===== config.mk =====
export PLATFORM = sky130hd
export DESIGN_NAME = hazard_ctrl_unit_flat
export DESIGN_NICKNAME = d
export VERILOG_FILES = /design/src/rtl/hazard_ctrl_unit_if.sv /design/src/rtl/hazard_ctrl_unit.sv /design/src/flat_wrapper.sv
export SDC_FILE = /design/constraint.sdc
export NUM_CORES = 1
export LEC_CHECK = 0
export CAP_MARGIN = 20
export CORE_UTILIZATION = 43
export DETAILED_ROUTE_END_ITERATION = 7
export GPL_TIMING_DRIVEN = 0
export PLACE_DENSITY = 0.87
export SLEW_MARGIN = 25
export SYNTH_ARGS = -nofsm -noshare
export SYNTH_HDL_FRONTEND = slang
export SYNTH_SLANG_ARGS = --single-unit

===== constraint.sdc =====
create_clock -name CLK -period 3.9 [get_ports CLK]
set_input_delay 1.17 -clock CLK [delete_from_list [all_inputs] [get_ports CLK]]
set_output_delay 1.17 -clock CLK [all_outputs]
set_load 0.02 [all_outputs]

===== src/rtl/hazard_ctrl_unit_if.sv =====
// Pipeline-side bundle for the hazard controller. The pipeline (master) drives
// the stage tags; the controller (slave) returns the enables, flushes and forwarding selects.
interface hazard_ctrl_unit_if #(
  parameter int PERF_W = 16
);
  logic [4:0]        rsel1, rsel2;
  logic [4:0]        idexWsel, exmemWsel, memwbWsel;
  logic              idexWEN, idexMemRead, exmemWEN, memwbWEN;
  logic              jumpBranch, ihit, dmemReq, dhit;
  logic              pcEn, ifidEn, idexEn, exmemEn, memwbEn;
  logic              ifidFlush, idexFlush;
  logic [1:0]        fwdA, fwdB, hzState;
  logic [PERF_W-1:0] bubbleCnt;

  modport master (
    output rsel1, rsel2, idexWsel, idexWEN, idexMemRead, exmemWsel, exmemWEN,
           memwbWsel, memwbWEN, jumpBranch, ihit, dmemReq, dhit,
    input  pcEn, ifidEn, idexEn, exmemEn, memwbEn, ifidFlush, idexFlush,
           fwdA, fwdB, hzState, bubbleCnt
  );

  modport slave (
    input  rsel1, rsel2, idexWsel, idexWEN, idexMemRead, exmemWsel, exmemWEN,
           memwbWsel, memwbWEN, jumpBranch, ihit, dmemReq, dhit,
    output pcEn, ifidEn, idexEn, exmemEn, memwbEn, ifidFlush, idexFlush,
           fwdA, fwdB, hzState, bubbleCnt
  );
endinterface


===== src/rtl/hazard_ctrl_unit.sv =====
// Five-stage pipeline hazard controller: forwarding selects, load-use / stall-only
// bubbling, branch flush (deferred until fetch completes) and data-memory wait.
module hazard_ctrl_unit #(
  parameter bit FWD_EN    = 1'b1,
  parameter bit WB_BYPASS = 1'b1,
  parameter int STALL_W   = 2,
  parameter int PERF_W    = 16
) (
  input logic               CLK,
  input logic               nRST,
  hazard_ctrl_unit_if.slave hz
);

  typedef enum logic [1:0] {
    RUN       = 2'b00,
    STALL     = 2'b01,
    MEMWAIT   = 2'b10,
    FLUSHPEND = 2'b11
  } state_e;

  state_e             state_q, state_d, eff_st;
  logic [STALL_W-1:0] cnt_q, cnt_d, load_v;
  logic               pend_q, pend_d;
  logic [PERF_W-1:0]  bubble_q, bubble_d;
  logic               haz, mem_wait;
  logic               pc_en, ifid_en, idex_en, exmem_en, memwb_en, ifid_fl, idex_fl;
  logic [1:0]         fwd_a, fwd_b;

  function automatic logic hit(input logic [4:0] rs, input logic [4:0] ws, input logic wen);
    return wen && (ws != 5'd0) && (rs == ws);
  endfunction

  logic id1, id2, ex1, ex2, mw1, mw2;
  assign id1 = hit(hz.rsel1, hz.idexWsel,  hz.idexWEN);
  assign id2 = hit(hz.rsel2, hz.idexWsel,  hz.idexWEN);
  assign ex1 = hit(hz.rsel1, hz.exmemWsel, hz.exmemWEN);
  assign ex2 = hit(hz.rsel2, hz.exmemWsel, hz.exmemWEN);
  assign mw1 = hit(hz.rsel1, hz.memwbWsel, hz.memwbWEN);
  assign mw2 = hit(hz.rsel2, hz.memwbWsel, hz.memwbWEN);

  always_comb begin
    fwd_a = 2'b00;
    fwd_b = 2'b00;
    if (FWD_EN && nRST) begin
      if (ex1)      fwd_a = 2'b01;
      else if (mw1) fwd_a = 2'b10;
      if (ex2)      fwd_b = 2'b01;
      else if (mw2) fwd_b = 2'b10;
    end
  end

  // load_v is the number of bubbles still owed after the detection cycle itself
  always_comb begin
    haz    = 1'b0;
    load_v = '0;
    if (FWD_EN) begin
      if ((id1 || id2) && hz.idexMemRead) haz = 1'b1;
    end else if (id1 || id2) begin
      haz    = 1'b1;
      load_v = STALL_W'(1);
    end else if (ex1 || ex2) begin
      haz = 1'b1;
    end else if (!WB_BYPASS && (mw1 || mw2)) begin
      haz = 1'b1;
    end
  end

  assign mem_wait = hz.dmemReq && !hz.dhit;

  // The cycle dhit arrives behaves as the interrupted state so the returning data is captured
  always_comb begin
    eff_st = state_q;
    if (state_q == MEMWAIT) begin
      if (cnt_q != '0) eff_st = STALL;
      else if (pend_q) eff_st = FLUSHPEND;
      else             eff_st = RUN;
    end
  end

  always_comb begin
    state_d  = state_q;
    cnt_d    = cnt_q;
    pend_d   = pend_q;
    pc_en    = 1'b0;
    ifid_en  = 1'b0;
    idex_en  = 1'b0;
    exmem_en = 1'b0;
    memwb_en = 1'b0;
    ifid_fl  = 1'b0;
    idex_fl  = 1'b0;
    if (mem_wait) begin
      state_d = MEMWAIT;
    end else if (hz.jumpBranch || eff_st == FLUSHPEND) begin
      idex_en  = 1'b1;
      exmem_en = 1'b1;
      memwb_en = 1'b1;
      cnt_d    = '0;
      if (hz.ihit) begin
        pc_en   = 1'b1;
        ifid_en = 1'b1;
        ifid_fl = 1'b1;
        idex_fl = 1'b1;
        pend_d  = 1'b0;
        state_d = RUN;
      end else begin
        pend_d  = 1'b1;
        state_d = FLUSHPEND;
      end
    end else if (eff_st == STALL) begin
      idex_en  = 1'b1;
      exmem_en = 1'b1;
      memwb_en = 1'b1;
      idex_fl  = 1'b1;
      cnt_d    = cnt_q - STALL_W'(1);
      state_d  = (cnt_q == STALL_W'(1)) ? RUN : STALL;
    end else if (haz) begin
      idex_en  = 1'b1;
      exmem_en = 1'b1;
      memwb_en = 1'b1;
      idex_fl  = 1'b1;
      cnt_d    = load_v;
      state_d  = (load_v != '0) ? STALL : RUN;
    end else begin
      pc_en    = hz.ihit;
      ifid_en  = hz.ihit;
      idex_en  = 1'b1;
      exmem_en = 1'b1;
      memwb_en = 1'b1;
      state_d  = RUN;
    end
    if (!nRST) begin
      pc_en    = 1'b0;
      ifid_en  = 1'b0;
      idex_en  = 1'b0;
      exmem_en = 1'b0;
      memwb_en = 1'b0;
      ifid_fl  = 1'b0;
      idex_fl  = 1'b0;
    end
  end

  assign bubble_d = (idex_fl && bubble_q != '1) ? bubble_q + PERF_W'(1) : bubble_q;

  always_ff @(posedge CLK or negedge nRST) begin
    if (!nRST) begin
      state_q  <= RUN;
      cnt_q    <= '0;
      pend_q   <= 1'b0;
      bubble_q <= '0;
    end else begin
      state_q  <= state_d;
      cnt_q    <= cnt_d;
      pend_q   <= pend_d;
      bubble_q <= bubble_d;
    end
  end

  assign hz.pcEn      = pc_en;
  assign hz.ifidEn    = ifid_en;
  assign hz.idexEn    = idex_en;
  assign hz.exmemEn   = exmem_en;
  assign hz.memwbEn   = memwb_en;
  assign hz.ifidFlush = ifid_fl;
  assign hz.idexFlush = idex_fl;
  assign hz.fwdA      = fwd_a;
  assign hz.fwdB      = fwd_b;
  assign hz.hzState   = state_q;
  assign hz.bubbleCnt = bubble_q;

endmodule


===== src/flat_wrapper.sv =====
// flat-port wrapper written by rule: the top's interface ports become plain ports
module hazard_ctrl_unit_flat 
#(
  parameter bit FWD_EN    = 1'b1,
  parameter bit WB_BYPASS = 1'b1,
  parameter int STALL_W   = 2,
  parameter int PERF_W    = 16
)
  (CLK, nRST, hz_rsel1, hz_rsel2, hz_idexWsel, hz_idexWEN, hz_idexMemRead, hz_exmemWsel, hz_exmemWEN, hz_memwbWsel, hz_memwbWEN, hz_jumpBranch, hz_ihit, hz_dmemReq, hz_dhit, hz_pcEn, hz_ifidEn, hz_idexEn, hz_exmemEn, hz_memwbEn, hz_ifidFlush, hz_idexFlush, hz_fwdA, hz_fwdB, hz_hzState, hz_bubbleCnt);
  hazard_ctrl_unit_if #(.PERF_W(PERF_W)) hz_i ();
  input logic CLK;
  input logic nRST;
  input wire logic [$bits(hz_i.rsel1)-1:0] hz_rsel1;
  input wire logic [$bits(hz_i.rsel2)-1:0] hz_rsel2;
  input wire logic [$bits(hz_i.idexWsel)-1:0] hz_idexWsel;
  input wire logic [$bits(hz_i.idexWEN)-1:0] hz_idexWEN;
  input wire logic [$bits(hz_i.idexMemRead)-1:0] hz_idexMemRead;
  input wire logic [$bits(hz_i.exmemWsel)-1:0] hz_exmemWsel;
  input wire logic [$bits(hz_i.exmemWEN)-1:0] hz_exmemWEN;
  input wire logic [$bits(hz_i.memwbWsel)-1:0] hz_memwbWsel;
  input wire logic [$bits(hz_i.memwbWEN)-1:0] hz_memwbWEN;
  input wire logic [$bits(hz_i.jumpBranch)-1:0] hz_jumpBranch;
  input wire logic [$bits(hz_i.ihit)-1:0] hz_ihit;
  input wire logic [$bits(hz_i.dmemReq)-1:0] hz_dmemReq;
  input wire logic [$bits(hz_i.dhit)-1:0] hz_dhit;
  output wire logic [$bits(hz_i.pcEn)-1:0] hz_pcEn;
  output wire logic [$bits(hz_i.ifidEn)-1:0] hz_ifidEn;
  output wire logic [$bits(hz_i.idexEn)-1:0] hz_idexEn;
  output wire logic [$bits(hz_i.exmemEn)-1:0] hz_exmemEn;
  output wire logic [$bits(hz_i.memwbEn)-1:0] hz_memwbEn;
  output wire logic [$bits(hz_i.ifidFlush)-1:0] hz_ifidFlush;
  output wire logic [$bits(hz_i.idexFlush)-1:0] hz_idexFlush;
  output wire logic [$bits(hz_i.fwdA)-1:0] hz_fwdA;
  output wire logic [$bits(hz_i.fwdB)-1:0] hz_fwdB;
  output wire logic [$bits(hz_i.hzState)-1:0] hz_hzState;
  output wire logic [$bits(hz_i.bubbleCnt)-1:0] hz_bubbleCnt;
  assign hz_i.rsel1 = hz_rsel1;
  assign hz_i.rsel2 = hz_rsel2;
  assign hz_i.idexWsel = hz_idexWsel;
  assign hz_i.idexWEN = hz_idexWEN;
  assign hz_i.idexMemRead = hz_idexMemRead;
  assign hz_i.exmemWsel = hz_exmemWsel;
  assign hz_i.exmemWEN = hz_exmemWEN;
  assign hz_i.memwbWsel = hz_memwbWsel;
  assign hz_i.memwbWEN = hz_memwbWEN;
  assign hz_i.jumpBranch = hz_jumpBranch;
  assign hz_i.ihit = hz_ihit;
  assign hz_i.dmemReq = hz_dmemReq;
  assign hz_i.dhit = hz_dhit;
  assign hz_pcEn = hz_i.pcEn;
  assign hz_ifidEn = hz_i.ifidEn;
  assign hz_idexEn = hz_i.idexEn;
  assign hz_exmemEn = hz_i.exmemEn;
  assign hz_memwbEn = hz_i.memwbEn;
  assign hz_ifidFlush = hz_i.ifidFlush;
  assign hz_idexFlush = hz_i.idexFlush;
  assign hz_fwdA = hz_i.fwdA;
  assign hz_fwdB = hz_i.fwdB;
  assign hz_hzState = hz_i.hzState;
  assign hz_bubbleCnt = hz_i.bubbleCnt;
  hazard_ctrl_unit #(.FWD_EN(FWD_EN), .WB_BYPASS(WB_BYPASS), .STALL_W(STALL_W), .PERF_W(PERF_W)) u_core (.CLK(CLK), .nRST(nRST), .hz(hz_i));
endmodule

-- After elaboration in Yosys (flattened, before gate mapping)
Index checks and enable logic that the tools add are counted.
- $add $sub $neg: 2
- multiply operators: 0
- div/mod/pow operators: 0
- $lt $le $gt $ge: 0
- equal/unequal tests: 11
- shifts and indexed selects: 0
- mux-type cells: 35
- bitwise operators: 1
- reductions and logical operators: 22
- operators by type and width (operator ; count):
    $mux 2 ; 16
    $eq 5x5->1 ; 6
    $mux 1 ; 19
    $add 16x1->16 const B ; 1
    $ne 16x16->1 const B ; 1
    $reduce_bool 5->1 ; 3
    $logic_and 1x1->1 ; 12
    $eq 2x1->1 const B ; 2
    $eq 2x2->1 const B ; 2
    $reduce_and 2->1 ; 2
    $reduce_bool 3->1 ; 1
    $logic_or 1x1->1 ; 2
    $reduce_bool 2->1 ; 1
    $sub 2x1->2 const B ; 1
    $logic_not 1->1 ; 1
    $not 1->1 ; 1
- bits in registers: 21
- latch bits: 0
- memory bits (writable): 0
- ROM bits: 0
- input bits: 35
- output and inout port bits: 29
- word-level logic and storage cells: 75
- memories kept: 0

-- Depth between registers and ports, before layout
Gate-level depths: netlist (run 1).
- word-level depth: 12
- mapped depth: 9

-- Worst setup path before layout (run 1)
Ideal clock, no wire load.
- kind: input-to-output
- start point: input hz_exmemWsel[0]
- end point: output hz_fwdA[1]
- data arrival time: 2.687 ns
- setup slack: 0.043 ns
- stages: 4
- cell sequence: or4_1 -> o21ai_0 -> nor4_1 -> nor4_1
- longest elaborated chain between the ends: 5
- elaborated cells on any way between the ends: 6
- RTL lines (what ; RTL line ; RTL):
    start, declared ; flat_wrapper.sv:18 ; input wire logic [$bits(hz_i.exmemWsel)-1:0] hz_exmemWsel;
    $reduce_bool 5->1 ; hazard_ctrl_unit.sv:30 ; return wen && (ws != 5'd0) && (rs == ws);
    $logic_and 1x1->1 ; hazard_ctrl_unit.sv:30 ;
    $logic_and 1x1->1 (*) ; hazard_ctrl_unit.sv:30 ;
    $mux 2 (*) ; hazard_ctrl_unit.sv:45 ; if (ex1) fwd_a = 2'b01;
    $mux 2 (*) ; hazard_ctrl_unit.sv:44 ; if (FWD_EN && nRST) begin
    end, declared ; flat_wrapper.sv:33 ; output wire logic [$bits(hz_i.fwdA)-1:0] hz_fwdA;
Mark *: on every way between the ends. The rest lies on a longest branch, timed or not.

-- Worst setup path in the final report (run 1)
- start point: input hz_rsel1[3]
- end point: output hz_fwdA[1]
- longest elaborated chain between the ends: 5
- elaborated cells on any way between the ends: 7
- RTL lines (what ; RTL line ; RTL):
    start, declared ; flat_wrapper.sv:13 ; input wire logic [$bits(hz_i.rsel1)-1:0] hz_rsel1;
    $eq 5x5->1 ; hazard_ctrl_unit.sv:30 ;
    $logic_and 1x1->1 ; hazard_ctrl_unit.sv:30 ;
    $mux 2 ; hazard_ctrl_unit.sv:46 ; else if (mw1) fwd_a = 2'b10;
    $mux 2 (*) ; hazard_ctrl_unit.sv:45 ;
    $mux 2 (*) ; hazard_ctrl_unit.sv:44 ;
Marks and branches as above.

==> impl_metrics.prom, run 1 <==
# TYPE chip_impl_metric gauge
chip_impl_info{name="crit_chain",value="dlygate4sd2_1, xor2_1, or4_1, nor4_1, buf_2"} 1
chip_impl_info{name="rsz0062_at_grt",value="true"} 1
chip_impl_metric{name="first_global_vias",unit=""} 1313
chip_impl_metric{name="dp.final_hpwl",unit="mm"} 3.01
chip_impl_metric{name="grt_antenna_before_repair",unit=""} 0
chip_impl_metric{name="area_delta_synth_final",unit="%"} 44.4
chip_impl_metric{name="placeableCoreArea",unit="mm2"} 0.00336
chip_impl_metric{name="fill_cells",unit=""} 302
chip_impl_metric{name="overflow",unit=""} 0
chip_impl_info{name="top_reg_cell_synth",value="sky130_fd_sc_hd__dfrtp_1"} 1
chip_impl_metric{name="track_usage",unit="%"} 21.1
chip_impl_metric{name="finalSetupTns",unit="ps"} 0
chip_impl_metric{name="grt_first_pass_wirelength",unit="mm"} 5.84
chip_impl_info{name="reg2reg_from",value="u_core.cnt_q[0]"} 1
chip_impl_metric{name="finalHoldViolations",unit=""} 0
chip_impl_metric{name="ant_diodes",unit=""} 0
chip_impl_info{name="worstSetupEndpointType",value="primary output"} 1
chip_impl_metric{name="cts_inserted_buffers",unit=""} 3
chip_impl_metric{name="finalWirelength",unit="mm"} 3.82
chip_impl_metric{name="critical_path_at",unit="ps"} 2710
chip_impl_metric{name="vdd_drop_max",unit="mV"} 0.360
chip_impl_metric{name="postSynth.asyncResetShare",unit="%"} 100
chip_impl_info{name="rr_endpoint",value="u_core.hz.bubbleCnt[8]"} 1
chip_impl_metric{name="place.gp.congestion",unit=""} 0.823
chip_impl_metric{name="drt_iter0_markers",unit=""} 72
chip_impl_metric{name="report.final.setup_viol",unit=""} 0
chip_impl_metric{name="final_cycle_share",unit="%"} 99.6
chip_impl_metric{name="timing.final.max_slew_violations",unit=""} 0
chip_impl_metric{name="synth.lib_cells_used.distinct",unit=""} 39
chip_impl_metric{name="grt_max_degree",unit=""} 26
chip_impl_info{name="timing.critical_path.from",value="hz_rsel1[3]"} 1
chip_impl_info{name="worst_setup_path_start_kind",value="input pin"} 1
chip_impl_metric{name="fp.dieW",unit="um"} 61.5
chip_impl_metric{name="pin_count",unit=""} 64
chip_impl_metric{name="fraction_of_final_layout_cells_sized_beyond_drive_strength_1",unit="%"} 13.5
chip_impl_metric{name="total_power_draw",unit="W"} 0.000755
chip_impl_info{name="tritoncts_clock_tree",value="built"} 1
chip_impl_metric{name="synth_enable_flop_cells",unit=""} 0
chip_impl_metric{name="timing.critical_path.buf_inv",unit=""} 2
chip_impl_info{name="hp-start",value="u_core.hz.bubbleCnt[7]"} 1
chip_impl_metric{name="yosysWarnings",unit=""} 0
chip_impl_metric{name="drt-pass1-iter-count",unit=""} 4
chip_impl_metric{name="final.setup_skew",unit="ps"} 7.38
chip_impl_metric{name="worst-r2r-cell-count",unit=""} 9
chip_impl_metric{name="cts_num_sinks",unit=""} 21
chip_impl_metric{name="nNetsFinal",unit=""} 268
chip_impl_metric{name="area_of_the_mapped_netlist",unit="mm2"} 0.00152
chip_impl_metric{name="rows",unit=""} 21
chip_impl_metric{name="die_height",unit="um"} 61.5
chip_impl_info{name="root_buffer_selected_by_cts",value="sky130_fd_sc_hd__clkbuf_4"} 1
chip_impl_metric{name="skew_pair_late_insertion_delay",unit="ps"} 300
chip_impl_info{name="timing.setup.critical_path_class",value="in -> out"} 1
chip_impl_metric{name="h-tree-depth",unit=""} 1
chip_impl_info{name="layout.cells.most_common",value="sky130_fd_sc_hd__xnor2_1"} 1
chip_impl_metric{name="cap_violations",unit=""} 0
chip_impl_metric{name="dieArea",unit="mm2"} 0.00378
chip_impl_metric{name="start_util",unit="%"} 45.3
chip_impl_metric{name="drc",unit=""} 0
chip_impl_metric{name="max_slew.worst_pin.slew",unit="ps"} 567
chip_impl_metric{name="min_delay_path_depth",unit=""} 1
chip_impl_metric{name="leakagePower",unit="nW"} 0.953
chip_impl_metric{name="crit_path_max_fanout",unit=""} 3
chip_impl_metric{name="max-slew-margin-rel",unit="%"} 61.9
chip_impl_metric{name="synth.ff_latch_count",unit=""} 21
chip_impl_metric{name="placed_cell_area",unit="mm2"} 0.00221
chip_impl_metric{name="cts-root-to-sink-buffers",unit=""} 2
chip_impl_metric{name="holdWs",unit="ps"} 497
chip_impl_metric{name="final.min_clock_period",unit="ps"} 3880
chip_impl_metric{name="r2r_slack",unit="ps"} 1650
chip_impl_metric{name="clkSlewWorstSetupHoldPaths",unit="ps"} 120
chip_impl_info{name="run_status",value="completed"} 1
chip_impl_metric{name="vias",unit=""} 1407
chip_impl_metric{name="antenna_violating_nets_post_route",unit=""} 0
chip_impl_metric{name="count_of_mapped_cells_out_of_synthesis",unit=""} 162
chip_impl_metric{name="synth_fp_nets",unit=""} 200
chip_impl_metric{name="pwr_dens",unit="mW/mm2"} 344
chip_impl_metric{name="synth-seq-area-share",unit="%"} 34.5
chip_impl_metric{name="timing.critical_path.slowest_cell_delay",unit="ps"} 540
chip_impl_info{name="final_cell_mix",value="sky130_fd_sc_hd__xnor2_1, sky130_fd_sc_hd__clkdlybuf4s50_1, sky130_fd_sc_hd__dlygate4sd2_1"} 1
chip_impl_metric{name="port-buffer-count",unit=""} 63
chip_impl_metric{name="crit_cells",unit=""} 5
chip_impl_metric{name="post_cts_hold_buffer_count",unit=""} 0
chip_impl_metric{name="avgRoutedWirePerCell",unit="um"} 13.9
chip_impl_metric{name="average_cell_area_after_synthesis",unit="um2"} 9.40
chip_impl_info{name="critical_path.top_delay_family",value="simple AND/OR/NAND/NOR gates"} 1
chip_impl_metric{name="final_cell_area",unit="mm2"} 0.00220
chip_impl_metric{name="drt-vias-per-instance",unit=""} 5.12
chip_impl_info{name="worstSetupEndpoint",value="hz_fwdA[1]"} 1
chip_impl_metric{name="timing.critical_path.required",unit="ps"} 2730
chip_impl_info{name="crit_slowest_cell",value="sky130_fd_sc_hd__or4_1"} 1
chip_impl_info{name="min-delay-path-class",value="reg -> reg"} 1
chip_impl_metric{name="max_freq",unit="MHz"} 258
per-stage QoR:
stage | worst slack, ps | util, % | instances
after floorplan | 42.6 | - | 162
after global routing | -3.84 | 65.4 | 275
final | 17.4 | 65.4 | 275
after global placement | -1280 | 65.7 | 271
after detailed placement | -1340 | 65.7 | 271
after CTS | 12.2 | 65.1 | 275
worst reg2reg max path: stages (launching register included):
cell and delay (ps):
sky130_fd_sc_hd__dfrtp_1 400, sky130_fd_sc_hd__inv_1 70, sky130_fd_sc_hd__ha_1 220, sky130_fd_sc_hd__a21o_1 170
sky130_fd_sc_hd__a21oi_2 310, sky130_fd_sc_hd__o21a_1 290, sky130_fd_sc_hd__o21a_1 170, sky130_fd_sc_hd__buf_2 220
sky130_fd_sc_hd__nand4_1 150, sky130_fd_sc_hd__xnor2_1 150
per-layer routing:
| metal | global-route usage [%] | vias to the layer above | wire length (um) |
|---|---|---|---|
| li1 | - | 702 | - |
| met3 | 2.94 | 6 | 201 |
| met1 | 26.3 | 649 | 1670 |
| met2 | 36.6 | 50 | 1900 |
| met5 | 0 | - | 0 |
| met4 | 8.89 | 0 | 48 |
worst min path at each step:
| stage | end | slack (ps) |
|---|---|---|
| 2_1_floorplan | u_core.pend_q | 510 |
| 3_3_place_gp | u_core.hz.bubbleCnt[7] | 480 |
| 3_5_place_dp | u_core.hz.bubbleCnt[7] | 480 |
| 4_1_cts | u_core.hz.bubbleCnt[7] | 500 |
| 5_1_grt | u_core.hz.bubbleCnt[14] | 540 |
| 6_report | u_core.hz.bubbleCnt[7] | 500 |
registers in the layout, summed over array words and instances (netlist names):
name,flops
u_core.hz.bubbleCnt,16
u_core.cnt_q,2
u_core.hz.hzState,2
u_core.pend_q,1
cell usage after synthesis (all sizes together) (3+ instances only):
master	instances	share of area, %
buf	6	3.5
xor2	14	8.1
nand4	6	2.5
or4	4	2.0
nand2	7	1.7
and3	6	2.5
nand3	16	5.3
a21oi	5	1.9
nor4	4	1.6
ha	3	2.5
a21o	3	1.6
and2	6	2.5
dfrtp	21	35
inv	4	0.99
xnor2	31	18
nor2	7	1.7
cells by family after synthesis:
group / count (synthesis) / share of synthesized area [%]
AND/OR/NAND/NOR: 62 / 22.8
XOR/XNOR: 45 / 25.9
flip-flops: 21 / 34.5
AO/OA/AOI/OAI: 19 / 8.87
buffers and inverters: 11 / 4.76
adder cells (fa/ha/maj): 3 / 2.47
multiplexers: 1 / 0.739
area by class of cell:
| class | count | area [um2] | area share [%] |
|---|---|---|---|
| Buffer | 6 | 42.5 | 1.94 |
| Clock buffer | 3 | 22.5 | 1.02 |
| Clock inverter | 1 | 5.00 | 0.228 |
| Multi-Input combinational cell | 130 | 951 | 43.3 |
| Timing Repair Buffer | 64 | 579 | 26.4 |
| Sequential cell | 21 | 526 | 23.9 |
| Tap cell | 46 | 57.6 | 2.62 |
| Inverter | 4 | 15.0 | 0.683 |
report_power, final:
part           switching (W)  leakage [nW]  internal (W)
Clock              0.0000663        0.0177     0.0000382
Sequential         0.0000404         0.276      0.000259
Combinational       0.000174         0.660      0.000177
Total               0.000281         0.953      0.000475
what timing repair did:
| item | 4_1_cts | 5_1_grt |
|---|---|---|
| setup buffers | 1 | 0 |
| resized for setup | 73 | 5 |
| gates cloned | 0 | 0 |
| pin swaps | 5 | 2 |
| endpoints found under the setup margin | 11 | 6 |
| hold endpoints to repair | 0 | 0 |
(Power assumes the default switching activity.)
==> run 2: changes to the inputs <==
--- a/config.mk
+++ b/config.mk
@@ -9,7 +9,7 @@
 export CORE_UTILIZATION = 43
 export DETAILED_ROUTE_END_ITERATION = 7
 export GPL_TIMING_DRIVEN = 0
-export PLACE_DENSITY = 0.87
+export PLACE_DENSITY = 0.81
 export SLEW_MARGIN = 25
 export SYNTH_ARGS = -nofsm -noshare
 export SYNTH_HDL_FRONTEND = slang
==> impl_metrics.prom, run 2 (synthesis gave the netlist of run 1 again) <==
# TYPE chip_impl_metric gauge
chip_impl_metric{name="die_height",unit="um"} 61.5
chip_impl_metric{name="h-tree-depth",unit=""} 1
chip_impl_metric{name="placed_cell_area",unit="mm2"} 0.00221
chip_impl_metric{name="post_cts_hold_buffer_count",unit=""} 0
chip_impl_info{name="layout.cells.most_common",value="sky130_fd_sc_hd__xnor2_1"} 1
chip_impl_info{name="crit_slowest_cell",value="sky130_fd_sc_hd__or4_4"} 1
chip_impl_metric{name="placeableCoreArea",unit="mm2"} 0.00336
chip_impl_metric{name="met3_usage",unit="%"} 3.36
chip_impl_metric{name="leakagePower",unit="nW"} 0.964
chip_impl_metric{name="timing.critical_path.required",unit="ps"} 2730
chip_impl_metric{name="nNetsFinal",unit=""} 270
chip_impl_metric{name="total_power_draw",unit="W"} 0.000769
chip_impl_metric{name="timing.final.max_slew_violations",unit=""} 0
chip_impl_info{name="timing.setup.critical_path_class",value="in -> out"} 1
chip_impl_metric{name="place.gp.congestion",unit=""} 0.813
chip_impl_metric{name="track_usage",unit="%"} 21.7
chip_impl_metric{name="overflow",unit=""} 0
chip_impl_metric{name="dieArea",unit="mm2"} 0.00378
chip_impl_metric{name="first_global_vias",unit=""} 1302
chip_impl_metric{name="layoutNonFillerInstCount",unit=""} 277
chip_impl_metric{name="skew_pair_late_insertion_delay",unit="ps"} 310
chip_impl_metric{name="timing.critical_path.buf_inv",unit=""} 3
chip_impl_metric{name="final.min_clock_period",unit="ps"} 3870
chip_impl_metric{name="grt_util_met2",unit="%"} 37.3
chip_impl_metric{name="drt_iter0_markers",unit=""} 68
chip_impl_metric{name="avgRoutedWirePerCell",unit="um"} 14.0
chip_impl_metric{name="grt_antenna_before_repair",unit=""} 0
chip_impl_metric{name="grt_max_degree",unit=""} 26
chip_impl_metric{name="vias",unit=""} 1418
chip_impl_metric{name="dp.cells",unit=""} 271
chip_impl_metric{name="vdd_drop_max",unit="mV"} 0.347
chip_impl_metric{name="finalHoldViolations",unit=""} 0
chip_impl_metric{name="max_freq",unit="MHz"} 259
chip_impl_info{name="critical_path.top_delay_family",value="simple AND/OR/NAND/NOR gates"} 1
chip_impl_metric{name="finalWirelength",unit="mm"} 3.89
chip_impl_metric{name="timing.critical_path.slowest_cell_delay",unit="ps"} 520
chip_impl_metric{name="fraction_of_final_layout_cells_sized_beyond_drive_strength_1",unit="%"} 17.7
chip_impl_metric{name="clkSlewWorstSetupHoldPaths",unit="ps"} 120
chip_impl_metric{name="crit_path_max_fanout",unit=""} 3
chip_impl_metric{name="area_delta_synth_final",unit="%"} 49.0
chip_impl_metric{name="pwr_dens",unit="mW/mm2"} 339
chip_impl_metric{name="cts_num_sinks",unit=""} 21
chip_impl_info{name="crit_chain",value="clkdlybuf4s15_1, or4_4, o21ai_4, buf_4, nor4_4, and2_1, clkdlybuf4s15_2"} 1
chip_impl_metric{name="final_cell_area",unit="mm2"} 0.00227
chip_impl_info{name="grt_busiest_layer",value="met2"} 1
chip_impl_metric{name="rows",unit=""} 21
chip_impl_metric{name="final.setup_skew",unit="ps"} 4.26
chip_impl_metric{name="start_util",unit="%"} 45.3
chip_impl_metric{name="max_slew.worst_pin.slew",unit="ps"} 484
chip_impl_metric{name="ant_diodes",unit=""} 0
chip_impl_metric{name="grt_first_pass_wirelength",unit="mm"} 6.04
chip_impl_metric{name="final_cycle_share",unit="%"} 99.1
chip_impl_metric{name="finalSetupTns",unit="ps"} 0
chip_impl_metric{name="port-buffer-count",unit=""} 63
chip_impl_metric{name="largest_register_ffs",unit=""} 16
chip_impl_metric{name="cts_inserted_buffers",unit=""} 3
chip_impl_metric{name="critical_path_at",unit="ps"} 2700
chip_impl_metric{name="cts-root-to-sink-buffers",unit=""} 2
chip_impl_metric{name="report.final.setup_viol",unit=""} 0
chip_impl_metric{name="dp.final_hpwl",unit="mm"} 2.84
chip_impl_metric{name="drc",unit=""} 0
chip_impl_info{name="run_status",value="completed"} 1
chip_impl_info{name="min-delay-path-class",value="reg -> reg"} 1
chip_impl_metric{name="fp.dieW",unit="um"} 61.5
chip_impl_info{name="worstSetupEndpointType",value="primary output"} 1
chip_impl_info{name="worst_setup_path_start_kind",value="input pin"} 1
chip_impl_metric{name="max-slew-margin-rel",unit="%"} 67.5
chip_impl_metric{name="final_core_util",unit="%"} 67.4
chip_impl_metric{name="grt_use_met1",unit="%"} 28.4
chip_impl_info{name="root_buffer_selected_by_cts",value="sky130_fd_sc_hd__clkbuf_4"} 1
chip_impl_metric{name="antenna_violating_nets_post_route",unit=""} 0
chip_impl_metric{name="pin_count",unit=""} 64
chip_impl_info{name="final_cell_mix",value="sky130_fd_sc_hd__xnor2_1, sky130_fd_sc_hd__clkdlybuf4s50_1, sky130_fd_sc_hd__dfrtp_1"} 1
chip_impl_metric{name="fill_cells",unit=""} 298
chip_impl_info{name="tritoncts_clock_tree",value="built"} 1
chip_impl_metric{name="drt-pass1-iter-count",unit=""} 4
chip_impl_metric{name="drt-vias-per-instance",unit=""} 5.12
chip_impl_metric{name="cap_violations",unit=""} 0
run 2: through the flow:
| stage | hold WS, ps | setup slack [ps] |
|---|---|---|
| 4_1_cts | 505 | 3.26 |
| 2_1_floorplan | 509 | 42.6 |
| 6_report | 498 | 34.4 |
| 5_1_grt | 521 | -7.48 |
| 3_5_place_dp | 484 | -1410 |
| 3_3_place_gp | 480 | -1320 |
run 2: final cells by class:
type                       instances  area [um2]  share of cell area, %
inverter                           4        15.0                  0.662
clock buffer                       3        22.5                  0.993
clock inverter                     1        5.00                  0.221
multi-input combinational        130        1010                   44.4
buffer                             6        42.5                   1.88
tap                               46        57.6                   2.54
timing repair buffer              66         593                   26.1
sequential                        21         526                   23.2
run 2: what timing repair did:
action / in CTS / in global routing
pin swaps: 9 / 4
resized for setup: 80 / 13
endpoints found under the setup margin: 11 / 5
buffers inserted: 2 / 1
run 2: worst paths after layout:
check | start | end | slack (ps) | depth (start not counted)
setup reg to reg | u_core.cnt_q[0] | u_core.hz.bubbleCnt[8] | 1700 | 9
hold reg to reg | u_core.hz.bubbleCnt[3] | u_core.hz.bubbleCnt[3] | 500 | 1
hold / removal | u_core.hz.bubbleCnt[3] | u_core.hz.bubbleCnt[3] | 500 | 1
setup / recovery | hz_exmemWsel[2] | hz_fwdB[0] | 30 | 7
min in group asynchronous | nRST | u_core.hz.bubbleCnt[2] | 730 | 1
max in group asynchronous | nRST | u_core.hz.bubbleCnt[11] | 2920 | 1
run 2: routing by layer:
layer / share of wire (%) / wire (um)
met2: 46 / 1810
met3: 6.4 / 247
met5: 0 / 0
met4: 0.54 / 21
met1: 47 / 1810
run 2: power by group:
part           switching (W)  internal, W  total (W)
Combinational       0.000182     0.000181   0.000363
Clock              0.0000688    0.0000384   0.000107
Sequential         0.0000397     0.000259   0.000299
Total               0.000290     0.000479   0.000769
==> run 3: changes to the inputs <==
--- a/config.mk
+++ b/config.mk
@@ -10,6 +10,7 @@
 export DETAILED_ROUTE_END_ITERATION = 7
 export GPL_TIMING_DRIVEN = 0
 export PLACE_DENSITY = 0.81
+export REMOVE_ABC_BUFFERS = 1
 export SLEW_MARGIN = 25
 export SYNTH_ARGS = -nofsm -noshare
 export SYNTH_HDL_FRONTEND = slang
==> impl_metrics.prom, run 3 (synthesis gave the netlist of run 1 again) <==
# TYPE chip_impl_metric gauge
chip_impl_info{name="run_status",value="completed"} 1
chip_impl_metric{name="leakagePower",unit="nW"} 0.994
chip_impl_metric{name="report.final.setup_viol",unit=""} 0
chip_impl_metric{name="track_usage",unit="%"} 20.7
chip_impl_metric{name="fp.dieW",unit="um"} 61.5
chip_impl_metric{name="first_global_vias",unit=""} 1279
chip_impl_info{name="layout.cells.most_common",value="sky130_fd_sc_hd__xnor2_1"} 1
chip_impl_metric{name="timing.final.max_slew_violations",unit=""} 0
chip_impl_metric{name="fill_cells",unit=""} 299
chip_impl_metric{name="dr_wl_met3",unit="um"} 183
chip_impl_metric{name="cap_violations",unit=""} 0
chip_impl_metric{name="final.min_clock_period",unit="ps"} 3860
chip_impl_metric{name="pin_count",unit=""} 64
chip_impl_info{name="crit_chain",value="clkbuf_2, or3_1, o311a_1, a211o_4, and2_2, buf_6"} 1
chip_impl_metric{name="drt-pass1-iter-count",unit=""} 4
chip_impl_metric{name="dp.final_hpwl",unit="mm"} 2.71
chip_impl_metric{name="cts_inserted_buffers",unit=""} 3
chip_impl_metric{name="max_slew.worst_pin.slew",unit="ps"} 512
chip_impl_metric{name="met1_wire_length",unit="mm"} 1.77
chip_impl_metric{name="nNetsFinal",unit=""} 262
chip_impl_metric{name="drt-vias-per-instance",unit=""} 5.12
chip_impl_info{name="root_buffer_selected_by_cts",value="sky130_fd_sc_hd__clkbuf_4"} 1
chip_impl_metric{name="dieArea",unit="mm2"} 0.00378
chip_impl_metric{name="vdd_drop_max",unit="mV"} 0.336
chip_impl_info{name="rsz0062_at_grt",value="false"} 1
chip_impl_metric{name="holdWs",unit="ps"} 498
chip_impl_metric{name="die_height",unit="um"} 61.5
chip_impl_metric{name="ant_diodes",unit=""} 0
chip_impl_metric{name="max_freq",unit="MHz"} 259
chip_impl_info{name="worst_setup_path_start_kind",value="input pin"} 1
chip_impl_info{name="crit_slowest_cell",value="sky130_fd_sc_hd__or3_1"} 1
chip_impl_metric{name="final_cycle_share",unit="%"} 99.0
chip_impl_metric{name="clkSlewWorstSetupHoldPaths",unit="ps"} 120
chip_impl_info{name="tritoncts_clock_tree",value="built"} 1
chip_impl_info{name="min-delay-path-class",value="reg -> reg"} 1
chip_impl_metric{name="final.setup_skew",unit="ps"} 4.82
chip_impl_metric{name="start_util",unit="%"} 45.3
chip_impl_metric{name="met2RoutedLength",unit="mm"} 1.85
chip_impl_metric{name="avgRoutedWirePerCell",unit="um"} 14.2
chip_impl_metric{name="placeableCoreArea",unit="mm2"} 0.00336
chip_impl_metric{name="crit_path_max_fanout",unit=""} 3
chip_impl_metric{name="pwr_dens",unit="mW/mm2"} 341
chip_impl_metric{name="final.setup.worst_slack",unit="ps"} 40.9
chip_impl_metric{name="cts-root-to-sink-buffers",unit=""} 2
chip_impl_metric{name="port-buffer-count",unit=""} 63
chip_impl_metric{name="finalWirelength",unit="mm"} 3.83
chip_impl_metric{name="antenna_violating_nets_post_route",unit=""} 0
chip_impl_metric{name="dp_slack",unit="ps"} -944
chip_impl_info{name="timing.setup.critical_path_class",value="in -> out"} 1
chip_impl_info{name="final_cell_mix",value="sky130_fd_sc_hd__xnor2_1, sky130_fd_sc_hd__clkdlybuf4s50_1, sky130_fd_sc_hd__dfrtp_1"} 1
chip_impl_metric{name="max-slew-margin-rel",unit="%"} 65.6
chip_impl_metric{name="finalSetupTns",unit="ps"} 0
chip_impl_metric{name="rows",unit=""} 21
chip_impl_metric{name="cts_num_sinks",unit=""} 21
chip_impl_info{name="worstSetupEndpointType",value="primary output"} 1
chip_impl_metric{name="timing.critical_path.required",unit="ps"} 2730
chip_impl_metric{name="total_power_draw",unit="W"} 0.000757
chip_impl_info{name="route.top_layer_used",value="met4"} 1
chip_impl_metric{name="critical_path_at",unit="ps"} 2690
chip_impl_metric{name="fraction_of_final_layout_cells_sized_beyond_drive_strength_1",unit="%"} 13.9
chip_impl_metric{name="finalHoldViolations",unit=""} 0
chip_impl_metric{name="drt_iter0_markers",unit=""} 41
chip_impl_metric{name="grt_first_pass_wirelength",unit="mm"} 5.77
chip_impl_metric{name="grt_max_degree",unit=""} 26
chip_impl_metric{name="timing.critical_path.slowest_cell_delay",unit="ps"} 370
chip_impl_metric{name="area_delta_synth_final",unit="%"} 45.9
chip_impl_metric{name="vias",unit=""} 1376
chip_impl_metric{name="grt_antenna_before_repair",unit=""} 0
chip_impl_metric{name="skew_pair_late_insertion_delay",unit="ps"} 310
chip_impl_metric{name="overflow",unit=""} 0
chip_impl_metric{name="largest_register_ffs",unit=""} 16
chip_impl_metric{name="drc",unit=""} 0
chip_impl_metric{name="h-tree-depth",unit=""} 1
chip_impl_metric{name="place.gp.congestion",unit=""} 0.839
==> run 3: cell types whose count changed in the layout (fill, tap and decap cells not counted), moves of 2 or more <==
cell / delta
sky130_fd_sc_hd__nor4_2: +2
sky130_fd_sc_hd__dlymetal6s2s_1: +8
sky130_fd_sc_hd__buf_2: -3
sky130_fd_sc_hd__dlygate4sd2_1: -4
sky130_fd_sc_hd__buf_4: -5
sky130_fd_sc_hd__nor4_4: -3
==> run 3: power breakdown <==
part | switching (W) | internal (W)
Clock | 0.0000672 | 0.0000383
Sequential | 0.0000410 | 0.000259
Combinational | 0.000178 | 0.000174
==> run 3: repair_timing <==
| item | CTS | global route |
|---|---|---|
| hold buffers | 0 | 0 |
| setup endpoints to repair | 8 | 8 |
| setup buffers | 1 | 0 |
| resized for setup | 58 | 21 |
| pin swaps | 6 | 6 |
==> run 3: final cells by class <==
type | instances | area [um2] | share of cell area, %
multi-input cells | 130 | 982 | 44.2
repair buffers | 64 | 613 | 27.6
flip-flops and latches | 21 | 526 | 23.7
well taps | 46 | 57.6 | 2.59
clock buffers | 3 | 22.5 | 1.01
inverters | 4 | 15.0 | 0.676
clock inverters | 1 | 5.00 | 0.225
==> run 3: path summary, 6_finish.rpt <==
kind | start | end | slack [ps] | cells past startpoint
min in group asynchronous | nRST | u_core.hz.bubbleCnt[2] | 730 | 1
max in group asynchronous | nRST | u_core.hz.bubbleCnt[12] | 2920 | 1
hold / removal | u_core.hz.bubbleCnt[7] | u_core.hz.bubbleCnt[7] | 500 | 1
hold reg to reg | u_core.hz.bubbleCnt[7] | u_core.hz.bubbleCnt[7] | 500 | 1
setup / recovery | hz_idexWsel[2] | hz_idexFlush | 40 | 6
setup reg to reg | u_core.cnt_q[0] | u_core.hz.bubbleCnt[1] | 1560 | 8
==> run 3: per-layer routing <==
layer	GRT usage [%]	up-vias
li1	-	691
met1	27.0	641
met2	35.6	40
met3	2.94	4
met4	6.35	0
met5	0	-
==> run 3: through the flow <==
step | utilization, % | std cells | instance area, um2
after floorplan | - | 155 | 1470
after global placement | 64.0 | 264 | 2150
after detailed placement | 63.9 | 264 | 2150
after CTS | 65.1 | 269 | 2190
after global routing | 66.0 | 269 | 2220
final | 66.0 | 269 | 2220
==> run 3: critical path, delay by kind of cell <==
| family | cells | cell delay (ps) |
|---|---|---|
| AO/OA/AOI/OAI | 2 | 720 |
| buffers and inverters | 2 | 240 |
| AND/OR/NAND/NOR | 2 | 550 |
